--- src/rtl/clock24_pkg.sv ---
// rtl/clock24_pkg.sv - BCD digit type, digit limits and disp_time field positions for clock_24hr
// time_valid() screens load_time when CLOCK24_LOAD_EN is defined.
package clock24_pkg;

  typedef logic [3:0] bcd_t;

  localparam bcd_t SEC_TENS_MAX         = 4'd5;
  localparam bcd_t MIN_TENS_MAX         = 4'd5;
  localparam bcd_t UNITS_MAX            = 4'd9;
  localparam bcd_t HOUR_TENS_MAX        = 4'd2;
  localparam bcd_t HOUR_UNITS_MAX_AT_20 = 4'd3;

  localparam int DIGIT_W    = 4;
  localparam int SEC_U_LSB  = 0;
  localparam int SEC_T_LSB  = 4;
  localparam int MIN_U_LSB  = 8;
  localparam int MIN_T_LSB  = 12;
  localparam int HOUR_U_LSB = 16;
  localparam int HOUR_T_LSB = 20;

  function automatic logic time_valid(input logic [23:0] t);
    bcd_t ht, hu;
    ht = t[HOUR_T_LSB +: DIGIT_W];
    hu = t[HOUR_U_LSB +: DIGIT_W];
    return (t[SEC_U_LSB +: DIGIT_W] <= UNITS_MAX) &&
           (t[SEC_T_LSB +: DIGIT_W] <= SEC_TENS_MAX) &&
           (t[MIN_U_LSB +: DIGIT_W] <= UNITS_MAX) &&
           (t[MIN_T_LSB +: DIGIT_W] <= MIN_TENS_MAX) &&
           (ht <= HOUR_TENS_MAX) &&
           (hu <= ((ht == HOUR_TENS_MAX) ? HOUR_UNITS_MAX_AT_20 : UNITS_MAX));
  endfunction

endpackage

--- src/rtl/bcd_digit_counter.sv ---
// rtl/bcd_digit_counter.sv - one BCD digit with runtime limit, wrap-to-zero and same-cycle carry out
module bcd_digit_counter
  import clock24_pkg::*;
(
  input  logic clk,
  input  logic rst_n,
  input  logic enable,
  input  logic clear,
  input  logic load,
  input  bcd_t load_value,
  input  bcd_t max_value,
  output bcd_t digit,
  output logic carry
);

  // Combinational carry so a full ripple resolves within one edge.
  assign carry = enable && (digit >= max_value);

  always_ff @(posedge clk or negedge rst_n) begin
    if (!rst_n) begin
      digit <= '0;
    end else if (load) begin
      digit <= load_value;
    end else if (clear) begin
      digit <= '0;
    end else if (enable) begin
      digit <= (digit >= max_value) ? bcd_t'(0) : bcd_t'(digit + 4'd1);
    end
  end

endmodule

--- src/rtl/clock_24hr.sv ---
// rtl/clock_24hr.sv - 24-hour BCD real-time clock with 1 Hz prescaler from kh_clk
// Optional load port pair enabled by CLOCK24_LOAD_EN.
module clock_24hr
  import clock24_pkg::*;
#(
  parameter int CLK_DIV = 1000
) (
  input  logic        kh_clk,
  input  logic        reset,
`ifdef CLOCK24_LOAD_EN
  input  logic        load,
  input  logic [23:0] load_time,
`endif
  output logic [23:0] disp_time
);

  localparam int PW = (CLK_DIV > 1) ? $clog2(CLK_DIV) : 1;

  logic [PW-1:0] prescaler;
  logic          sec_tick;
  logic          do_load;
  logic [23:0]   load_value;
  logic [5:0]    enable;
  logic [5:0]    carry;
  logic [5:0]    clear;
  bcd_t          digit     [6];
  bcd_t          max_value [6];

`ifdef CLOCK24_LOAD_EN
  assign do_load    = load && time_valid(load_time);
  assign load_value = load_time;
`else
  assign do_load    = 1'b0;
  assign load_value = '0;
`endif

  assign sec_tick = (prescaler == PW'(CLK_DIV - 1));

  always_ff @(posedge kh_clk or negedge reset) begin
    if (!reset) begin
      prescaler <= '0;
    end else if (do_load || sec_tick) begin
      prescaler <= '0;
    end else begin
      prescaler <= prescaler + 1'b1;
    end
  end

  // Digit 0 is second units, digit 5 is hour tens.
  assign enable = {carry[4:0], sec_tick};

  assign max_value[0] = UNITS_MAX;
  assign max_value[1] = SEC_TENS_MAX;
  assign max_value[2] = UNITS_MAX;
  assign max_value[3] = MIN_TENS_MAX;
  assign max_value[4] = (digit[5] == HOUR_TENS_MAX) ? HOUR_UNITS_MAX_AT_20 : UNITS_MAX;
  assign max_value[5] = HOUR_TENS_MAX;

  // Hour-tens carry only fires at 23:59:59; force the hour pair to 00 explicitly.
  assign clear = {carry[5], carry[5], 4'b0000};

  for (genvar i = 0; i < 6; i++) begin : g_digit
    bcd_digit_counter u_digit (
      .clk        (kh_clk),
      .rst_n      (reset),
      .enable     (enable[i]),
      .clear      (clear[i]),
      .load       (do_load),
      .load_value (load_value[i*DIGIT_W +: DIGIT_W]),
      .max_value  (max_value[i]),
      .digit      (digit[i]),
      .carry      (carry[i])
    );
  end

  assign disp_time[SEC_U_LSB  +: DIGIT_W] = digit[0];
  assign disp_time[SEC_T_LSB  +: DIGIT_W] = digit[1];
  assign disp_time[MIN_U_LSB  +: DIGIT_W] = digit[2];
  assign disp_time[MIN_T_LSB  +: DIGIT_W] = digit[3];
  assign disp_time[HOUR_U_LSB +: DIGIT_W] = digit[4];
  assign disp_time[HOUR_T_LSB +: DIGIT_W] = digit[5];

endmodule

--- config.mk ---
export PLATFORM = sky130hd
export DESIGN_NAME = clock_24hr
export DESIGN_NICKNAME = d
export VERILOG_FILES = /design/src/rtl/clock24_pkg.sv /design/src/rtl/bcd_digit_counter.sv /design/src/rtl/clock_24hr.sv
export SDC_FILE = /design/constraint.sdc
export NUM_CORES = 1
export LEC_CHECK = 0
export CORE_ASPECT_RATIO = 0.5
export CORE_UTILIZATION = 55
export CTS_BUF_LIST = sky130_fd_sc_hd__clkbuf_2
export DETAILED_ROUTE_END_ITERATION = 7
export PLACE_DENSITY = 0.8
export REMOVE_ABC_BUFFERS = 1
export SLEW_MARGIN = 15
export SYNTH_ARGS = -nofsm -noshare
export SYNTH_HDL_FRONTEND = slang
export SYNTH_SLANG_ARGS = --single-unit
--- constraint.sdc ---
create_clock -name kh_clk -period 2.71 [get_ports kh_clk]
set_input_delay 0.542 -clock kh_clk [delete_from_list [all_inputs] [get_ports kh_clk]]
set_output_delay 0.542 -clock kh_clk [all_outputs]
set_load 0.01 [all_outputs]
# Yosys cells after proc, flatten, opt, wreduce, memory -nomap -nowiden
# Index checks and enable logic that the tools add are counted.
[word_totals]
ff_bits = 34
inputBits = 2
out_inout_bits = 24
wordCells = 42
[classes]
n_addsub = 7
order_cmp = 6
n_eq_ne = 2
mux = 12
n_reduce_logical = 8
[ops]
columns = ["cell", "n"]
rows = [
  ["two-way mux 4 bit", 11],
  ["adder 4 x 1 -> 4 bit, second input constant", 6],
  ["adder 10 x 1 -> 10 bit, second input constant", 1],
  ["== test 10 bit, second input constant", 1],
  ["two-way mux 10 bit", 1],
  ["greater-or-equal comparator 4 x 3 -> 1 bit, second input constant", 2],
  ["greater-or-equal comparator 4 bit, second input constant", 2],
  ["logical AND 1 bit", 6],
  ["== test 4 x 2 -> 1 bit, second input constant", 1],
  ["greater-or-equal comparator 4 x 2 -> 1 bit, second input constant", 1],
  ["greater-or-equal comparator 4 bit", 1],
  ["nonzero test 2 bit", 2],
]

# Logic depth before layout (Yosys ltp)
# Gate-level depths: netlist of run 1.
[depth]
ltp_word = 8
depth_mapped = 8
mapped_depth_nobuf = 7

# Hierarchy
# Synthesis of run 1 repeated with hierarchy kept, for this count alone.
[unflattened]
cells_unflattened = 284
area_unflattened_um2 = 2648.8
[by_module_without_submodules]
columns = ["mod", "instances", "cells_per_inst", "area_each_um2", "seq_area_each_um2"]
rows = [
  ["bcd_digit_counter", 6, 39, 357.8, 100.1],
  ["clock_24hr", 1, 50, 501.7, 250.2],
]

# Worst setup path after synthesis of run 1
# No wires, ideal clock.
[synth_path]
path_kind = "register to register"
startpoint = "register g_digit[0].u_digit.digit[0]"
endpoint = "register g_digit[5].u_digit.digit[0]"
setup_time_ns = 0.120
arrival_ns = 1.951
required_ns = 2.590
slack_ns = 0.640
path_stages_with_launch = 8
n_path_buf = 0
synth_period_minus_slack_ns = 2.070
cell_sequence = "dfrtp_1 > inv_1 > ha_1 > nor3b_1 > or4_4 > nor4_4 > a21oi_1 > a31o_1"
[synth_between]
elab_chain_len = 8
word_cells_on_any_way = 9
classes_between = "order compare: 1; mux: 1; reduce/logical: 7"
[synth_lines]
columns = ["element", "line", "source"]
rows = [
  ["start: declaration", "bcd_digit_counter.sv:12", "output bcd_t digit,"],
  ["start signal: assignment", "bcd_digit_counter.sv:23", "digit <= load_value;"],
  ["start signal: assignment", "bcd_digit_counter.sv:27", "digit <= (digit >= max_value) ? bcd_t'(0) : bcd_t'(digit + 4'd1);"],
  ["greater-or-equal comparator 4 bit (*)", "bcd_digit_counter.sv:17", "assign carry = enable && (digit >= max_value);"],
  ["logical AND 1 bit (*) (5 in a row)", "bcd_digit_counter.sv:17", ""],
  ["logical AND 1 bit", "bcd_digit_counter.sv:17", ""],
  ["two-way mux 4 bit / nonzero test 2 bit (equally long branches)", "-", ""],
  ["end signal: assignment", "bcd_digit_counter.sv:23", ""],
  ["end signal: assignment", "bcd_digit_counter.sv:27", ""],
  ["end: declaration", "bcd_digit_counter.sv:12", ""],
]
# Mark *: on every way between the ends. The rest lies on a longest branch, timed or not.
# A chain may end at the register's enable or synchronous reset.

# Final worst setup path of run 1
# Same ends and word-level chain as after synthesis.

==> results of run 1 <==
[routing by layer]
layer | wire length, um | global-route usage, % | up-vias
met5 | 0 | 0 | -
met4 | 29 | 6.10 | 0
met3 | 151 | 6.42 | 6
met2 | 1450 | 33.5 | 25
met1 | 1680 | 26.7 | 668
li1 | - | - | 696
[how the worst min path moves through the flow]
stage                           startpoint                                       to  slack [ps]  cells after the start
global placement    prescaler[0]$_DFF_PN0_                   prescaler[0]$_DFF_PN0_         460                      1
detailed placement  prescaler[0]$_DFF_PN0_                   prescaler[0]$_DFF_PN0_         480                      1
global route        prescaler[0]$_DFF_PN0_                   prescaler[0]$_DFF_PN0_         520                      1
CTS                 prescaler[0]$_DFF_PN0_                   prescaler[0]$_DFF_PN0_         500                      1
finish              prescaler[0]$_DFF_PN0_                   prescaler[0]$_DFF_PN0_         500                      1
floorplan                            reset  g_digit[0].u_digit.digit[0]$_DFFE_PN0N_         250                      0
[stage by stage]
step / instances / area, um^2 / util (%) / setup WS [ps] / hold WS [ps]
3_3_place_gp: 246 / 2150 / 69.6 / 589 / 458
3_5_place_dp: 246 / 2150 / 69.6 / 519 / 477
4_1_cts: 253 / 2180 / 70.8 / 517 / 497
2_1_floorplan: 178 / 1820 / - / 453 / 246
6_report: 253 / 2180 / 70.8 / 499 / 500
5_1_grt: 253 / 2180 / 70.8 / 365 / 518
[final cells by class]
cell class / count / area [um^2]
Timing Repair Buffer: 28 / 273
Sequential cell: 34 / 851
Clock buffer: 7 / 35.0
Inverter: 12 / 45.0
Multi-Input combinational cell: 132 / 928
Tap cell: 40 / 50.0
Fill cell: 229 / 901
[flip-flops by register name (all words and copies together) (netlist names)]
signal and count:
g_digit.u_digit.digit 24, prescaler 10
[cell families after synthesis]
logic type,after synthesis
AO/OA/AOI/OAI,34
multiplexers,3
buffers and inverters,14
XOR/XNOR,8
AND/OR/NAND/NOR,71
adder cells (fa/ha/maj),16
flip-flops,34
[where the power goes]
| part | internal, mW | switching (mW) |
|---|---|---|
| Combinational | 0.00220 | 0.00952 |
| Clock | 0.0673 | 0.164 |
| Sequential | 0.508 | 0 |
| Total | 0.577 | 0.174 |
[synthesized netlist by cell type, drive strengths merged (2+ instances only)]
library cell  count
dfrtp            34
ha               16
nor2             16
nand2            15
o21ai            14
inv              12
nand3            11
a21oi             6
xor2              6
and3              5
nand2b            4
nand4             4
a21o              3
a41oi             3
and2              3
nor2b             3
o31ai             3
mux2              2
nor3b             2
xnor2             2
==> metrics.md, run 1 <==
| Metric | Value |
|---|---|
| Via count | around 1400 |
| CP startpoint | g_digit[0].u_digit.digit[0]$_DFFE_PN0N_ |
| Worst vdd ir | 0.239 mV |
| Worst R2R Path Depth | 7 |
| Worst EP required | roughly 3000 ps |
| Crit share post-route | between 80 and 90% |
| Max-slew violations | 0 |
| Ranking of synthesized cells by area | dfrtp_1 (46%), ha_1 (11%), o21ai_0 (3.3%) |
| CP Depth | 7 |
| Synth Area in Simple Gates | 22.5% |
| Die footprint | about 0.0036 mm^2 |
| Gate count of the mapped netlist | 180 |
| Crit-path max FO | 10 |
| Top-area cell type share of the netlist area | a little under half |
| Top_reg_cell synth | dfrtp_1 |
| Post-DP HPWL | 2410 um |
| Die height | between 40 and 50 um |
| WS Path Type | flop to flop |
| Mapped cell area | 0.00183 mm^2 |
| CTS max path bufs | 2 |
| Critical R2R Capture | g_digit[5].u_digit.digit[0]$_DFFE_PN0P_ |
| Synth Register Bits | 34 |
| Commonest non-fill, non-tap cell in the layout | dfrtp_1 |
| Initial core utilization | between 50 and 60% |
| CTS Buf Count | 5 |
| Leakage | between 1 and 1.5 nW |
| Row cnt | 14 |
| Compound-Gate Fraction of Synth Area | a little under an eighth |
| Vias in the first global route | 1316 |
| RSZ-0062 raised after global routing | false |
| Yosys warns | 0 |
| Vias per cell | roughly 5.5 |
| Post-CTS resize count | 0 |
| Pwr dens | 344 mW/mm^2 |
| Tmin final | 2210 ps |
| CP max stage delay | 520 ps |
| Worst r2r src | g_digit[0].u_digit.digit[0]$_DFFE_PN0N_ |
| Port Buffers | 25 |
| Commonest non-fill, non-tap cells in the layout | dfrtp_1 (34), clkdlybuf4s50_1 (25), nor2_1 (16), ha_1 (16), nand2_1 (15) |
| Fraction of layout cells with a size suffix above 1 | approximately 6.6% |
| Clock Skews | around 4.8 ps |
| Critical path endpoint category | flop |
| Antenna cells | 0 |
| Area Overhead vs Synth | 19.0% |
| Clk_lat worst skew | ~370 ps |
| Worst Path Arrival | approximately 2500 ps |
| Slew @ Worst Pin | 545 ps |
| FMAX | around 450 MHz |
| Initial antenna violation count | 0 |
| DRT antenna net count | 0 |
| Sequential area share after synthesis | 46.4% |
| Slowest-stage cell, CP | or4_4 |
| CP cell instances | inv_1 -> ha_1 -> nor3b_1 -> or4_4 -> nor4_4 -> a21oi_1 -> a31o_1 |
| CTS tree | done |
| Nets | 231 |
| # Post-CTS Setup Buffers | 0 |
| Startpoint Class | flop |
| First-pass DRT Iterations | 4 |
| Largest area contributor in the netlist | dfrtp_1 |
| WP buf/inv | 1 |
| Routability congestion estimate from global placement | 0.789 |
| GRT Total Usage | around a fifth |
| Total gr overflow | 0 |
| First-pass GRT wire length | between 5000 and 6000 um |
| Clk pin slew, worst setup/hold paths | 160 ps |
| Largest family of logic cells by synthesized area | simple AND/OR/NAND/NOR gates |
| Adder-Cell Fraction of Synth Area | 10.9% |
| Maximum capacitance violations | 0 |
| Setup crit end | g_digit[5].u_digit.digit[0]$_DFFE_PN0P_ |
| Total chip power | ~0.75 mW |
| CTS H-tree lvls | 2 |
| Library cells used by synthesis | 38 |
| Fin Setup TNS | 0 ps |
| Pin count of the biggest net entering global routing | 35 |
| CTS root buf | clkbuf_2 |
| Worst Hold Class | flop to flop |
| Setup-failing EPs final | 0 |
| Drc violations | 0 |
| CTS sink cnt | 34 |
| Die width | between 80 and 90 um |
| FFs w/ async S/R, synth | 100% |
| Initial drt markers | 54 |
| Relative slew slack | between 60% and 70% |
| Status | complete, no violations |
| Num ports | 26 |
| Family with the most delay on the worst path | simple AND/OR/NAND/NOR gates |
| Setup slack, reg-to-reg | between 400 and 500 ps |
| Avg Inst Size Synth | between 10 and 15 um^2 |
| Final WL | around 3300 um |
| CTS Hold Bufs | 0 |
| XOR/XNOR Fraction of Synth Area | under 10% |
| Post-synth EDFFs | 0 |
| DR WL/cell | ~13 um |
| Fin. Hold Viols | 0 |
| Mux share of post-synthesis cell area | 1.77% |
| Core area | ~0.0031 mm^2 |
Power figures use the tool's default switching activity.
==> run 2, diff against run 1 <==
==> constraint.sdc (replaced) <==
create_clock -name kh_clk -period 2.19 [get_ports kh_clk]
set_input_delay 0.438 -clock kh_clk [delete_from_list [all_inputs] [get_ports kh_clk]]
set_output_delay 0.438 -clock kh_clk [all_outputs]
set_load 0.01 [all_outputs]
==> run 2 against run 1 <==
Compared with the run above:
- sequential share of layout area is 0.65 points lower
- first-iteration DRC count rose by 43%
- final area grew 1.8%
- critical endpoint unchanged
- via count grew 3.9%
- count of clock-buffer cells in the layout fell by 2
- largest cell class unchanged
- worst hold slack worse by 50 ps
- combinational power grew 24%
- highest routed layer unchanged
- clock skew up 5.6 ps
==> metrics.md, run 2 (same netlist as run 1, synthesis figures left out) <==
| Metric | Value |
|---|---|
| Status | complete, no violations |
| Clk_lat worst skew | 370 ps (about the same) |
| Worst Hold Class | input pin to async pin |
| Vias in the first global route | 1371 (+4.2%) |
| Max Used Layer | met4 |
| CP max stage delay | 520 ps (about the same) |
| Finished Core Util | 72.1% (+1.3 points) |
| Post-DP HPWL | 2580 um (+7.4%) |
| Number of fill cells | 224 (-2.2%) |
| Worst r2r src | g_digit[0].u_digit.digit[0]$_DFFE_PN0N_ |
| Crit share post-route | 95.2% (+14 points) |
| Relative slew slack | 71.7% (+8.1 points) |
| Worst vdd ir | 0.321 mV (+34%) |
| Routability congestion estimate from global placement | 0.831 (+5.4%) |
| CTS H-tree lvls | 2 (unchanged) |
| Multi-input gate area in the final layout | 928 um^2 (unchanged) |
| Vias per cell | 5.62 (+1.9%) |
| Met2 WL | 1640 um (+13%) |
| Die height | 42.8 um (unchanged) |
| Max-slew violations | 0 (unchanged) |
| CTS sink cnt | 34 (unchanged) |
| Num ports | 26 (unchanged) |
| WL met3 | 92 um (-39%) |
| Largest register FFs | 24 (unchanged) |
| WHS | 450 ps (-49.8 ps) |
| Clk pin slew, worst setup/hold paths | 160 ps (about the same) |
| GRT Total Usage | 21.5% (+0.97 points) |
| Pwr dens | 407 mW/mm^2 (+18%) |
| DP Worst Slack | 105 ps (-414 ps) |
| Pin count of the biggest net entering global routing | 35 (unchanged) |
| Core area | 0.00308 mm^2 (unchanged) |
| Worst R2R Path Depth | 8 (+1) |
| Port Buffers | 25 (unchanged) |
| Initial drt markers | 77 (+43%) |
| RSZ-0062 raised after global routing | false |
| Commonest non-fill, non-tap cell in the layout | dfrtp_1 |
| CTS tree | done |
| Drc violations | 0 (unchanged) |
| Initial antenna violation count | 0 (unchanged) |
| Slew @ Worst Pin | 424 ps (-121 ps) |
| Seq. cell area | 852 um^2 (+0.15%) |
| Total chip power | 0.903 mW (+20%) |
| CP cell instances | inv_1 -> ha_1 -> nor3b_1 -> or4_4 -> nor4_4 -> buf_4 -> a21oi_1 -> a31o_1 |
| CTS root buf | clkbuf_2 |
| Total gr overflow | 0 (unchanged) |
| First-pass DRT Iterations | 4 (unchanged) |
| Biggest registers after layout | g_digit.u_digit.digit: 24 flops, prescaler: 10 flops |
| Tmin final | 2090 ps (-125 ps) |
| Row cnt | 14 (unchanged) |
| Fraction of layout cells with a size suffix above 1 | 8.72% (+2.1 points) |
| Clock Skews | 10.4 ps (+5.60 ps) |
| DRT antenna net count | 0 (unchanged) |
| Startpoint Class | flop |
| Maximum capacitance violations | 0 (unchanged) |
| Antenna cells | 0 (unchanged) |
| WS Path Type | flop to flop |
| Worst EP required | 2460 ps (-530 ps) |
| DR WL/cell | 13.6 um (+3.5%) |
| CP startpoint | g_digit[0].u_digit.digit[0]$_DFFE_PN0N_ |
| FMAX | 480 MHz (+6.0%) |
| Commonest non-fill, non-tap cells in the layout | dfrtp_1 (33), clkdlybuf4s50_1 (25), nor2_1 (16), ha_1 (16), nand2_1 (15) |
| Top reg by flops | g_digit.u_digit.digit |
| Via count | 1449 (+3.9%) |
| Slowest-stage cell, CP | or4_4 |
| First-pass GRT wire length | 5960 um (+3.6%) |
| CTS max path bufs | 2 (unchanged) |
| CTS Hold Bufs | 0 (unchanged) |
| Nets | 237 (+2.6%) |
| Die footprint | 0.00358 mm^2 (unchanged) |
| PnR worst setup slack | 105 ps (-395 ps) |
| Final WL | 3500 um (+5.6%) |
| Critical path endpoint category | flop |
| Fin. Hold Viols | 0 (unchanged) |
| Setup-failing EPs final | 0 (unchanged) |
| Worst Path Arrival | 2360 ps (-130 ps) |
| DRT met1 WL | 1730 um (+2.8%) |
| Leakage | 1.05 nW (+2.0%) |
| CTS Buf Count | 5 (unchanged) |
| Crit-path max FO | 10 (unchanged) |
| Initial core utilization | 59.5% (unchanged) |
| Area Overhead vs Synth | 21.2% |
| Die width | 83.6 um (unchanged) |
==> run 2: timing repair <==
action	CTS	global route
gates resized for setup	0	1
setup buffers	0	1
endpoints found under the setup margin	0	5
==> run 2: area by class of cell <==
type	count	share of cell area, %
Sequential cell	34	38.3
Clock inverter	1	0.169
Clock buffer	5	1.13
Multi-Input combinational cell	132	41.8
Timing Repair Buffer	34	14.3
Inverter	12	2.03
Tap cell	40	2.25
==> run 2: critical path: cells and delay by family (launching register included) <==
kind,cells,cell delay [ps]
DFF,1,440
and+or+nand+nor,3,810
adders and majority gates,1,190
buffers and inverters,2,280
AOI/OAI and AO/OA,2,280
==> run 2: path summary, 6_finish.rpt <==
check | endpoint | slack [ps]
worst max-delay path | g_digit[5].u_digit.digit[0]$_DFFE_PN0P_ | 100
worst min-delay path | prescaler[1]$_DFF_PN0_ | 450
worst max register to register | g_digit[5].u_digit.digit[0]$_DFFE_PN0P_ | 100
worst min register to register | prescaler[0]$_DFF_PN0_ | 500
max in group asynchronous | g_digit[0].u_digit.digit[0]$_DFFE_PN0N_ | 1430
min in group kh_clk | prescaler[0]$_DFF_PN0_ | 500
==> run 2: stage by stage <==
stage / TNS [ps] / cells / instance area [um^2]
CTS: 0 / 257 / 2210
floorplan: -135 / 178 / 1820
finish: 0 / 258 / 2220
global route: 0 / 258 / 2220
detailed placement: 0 / 251 / 2180
global placement: 0 / 251 / 2180
==> run 2: power by group <==
group	internal [mW]	switching (mW)
combinational	0.00272	0.0117
sequential	0.628	0
clock	0.0635	0.197
==> run 2: per-layer routing <==
metal  GRT usage (%)  up-vias
met2            34.3       19
met3            5.84        6
li1                -      713
met4            8.81        0
met1            28.2      711
met5               0        -
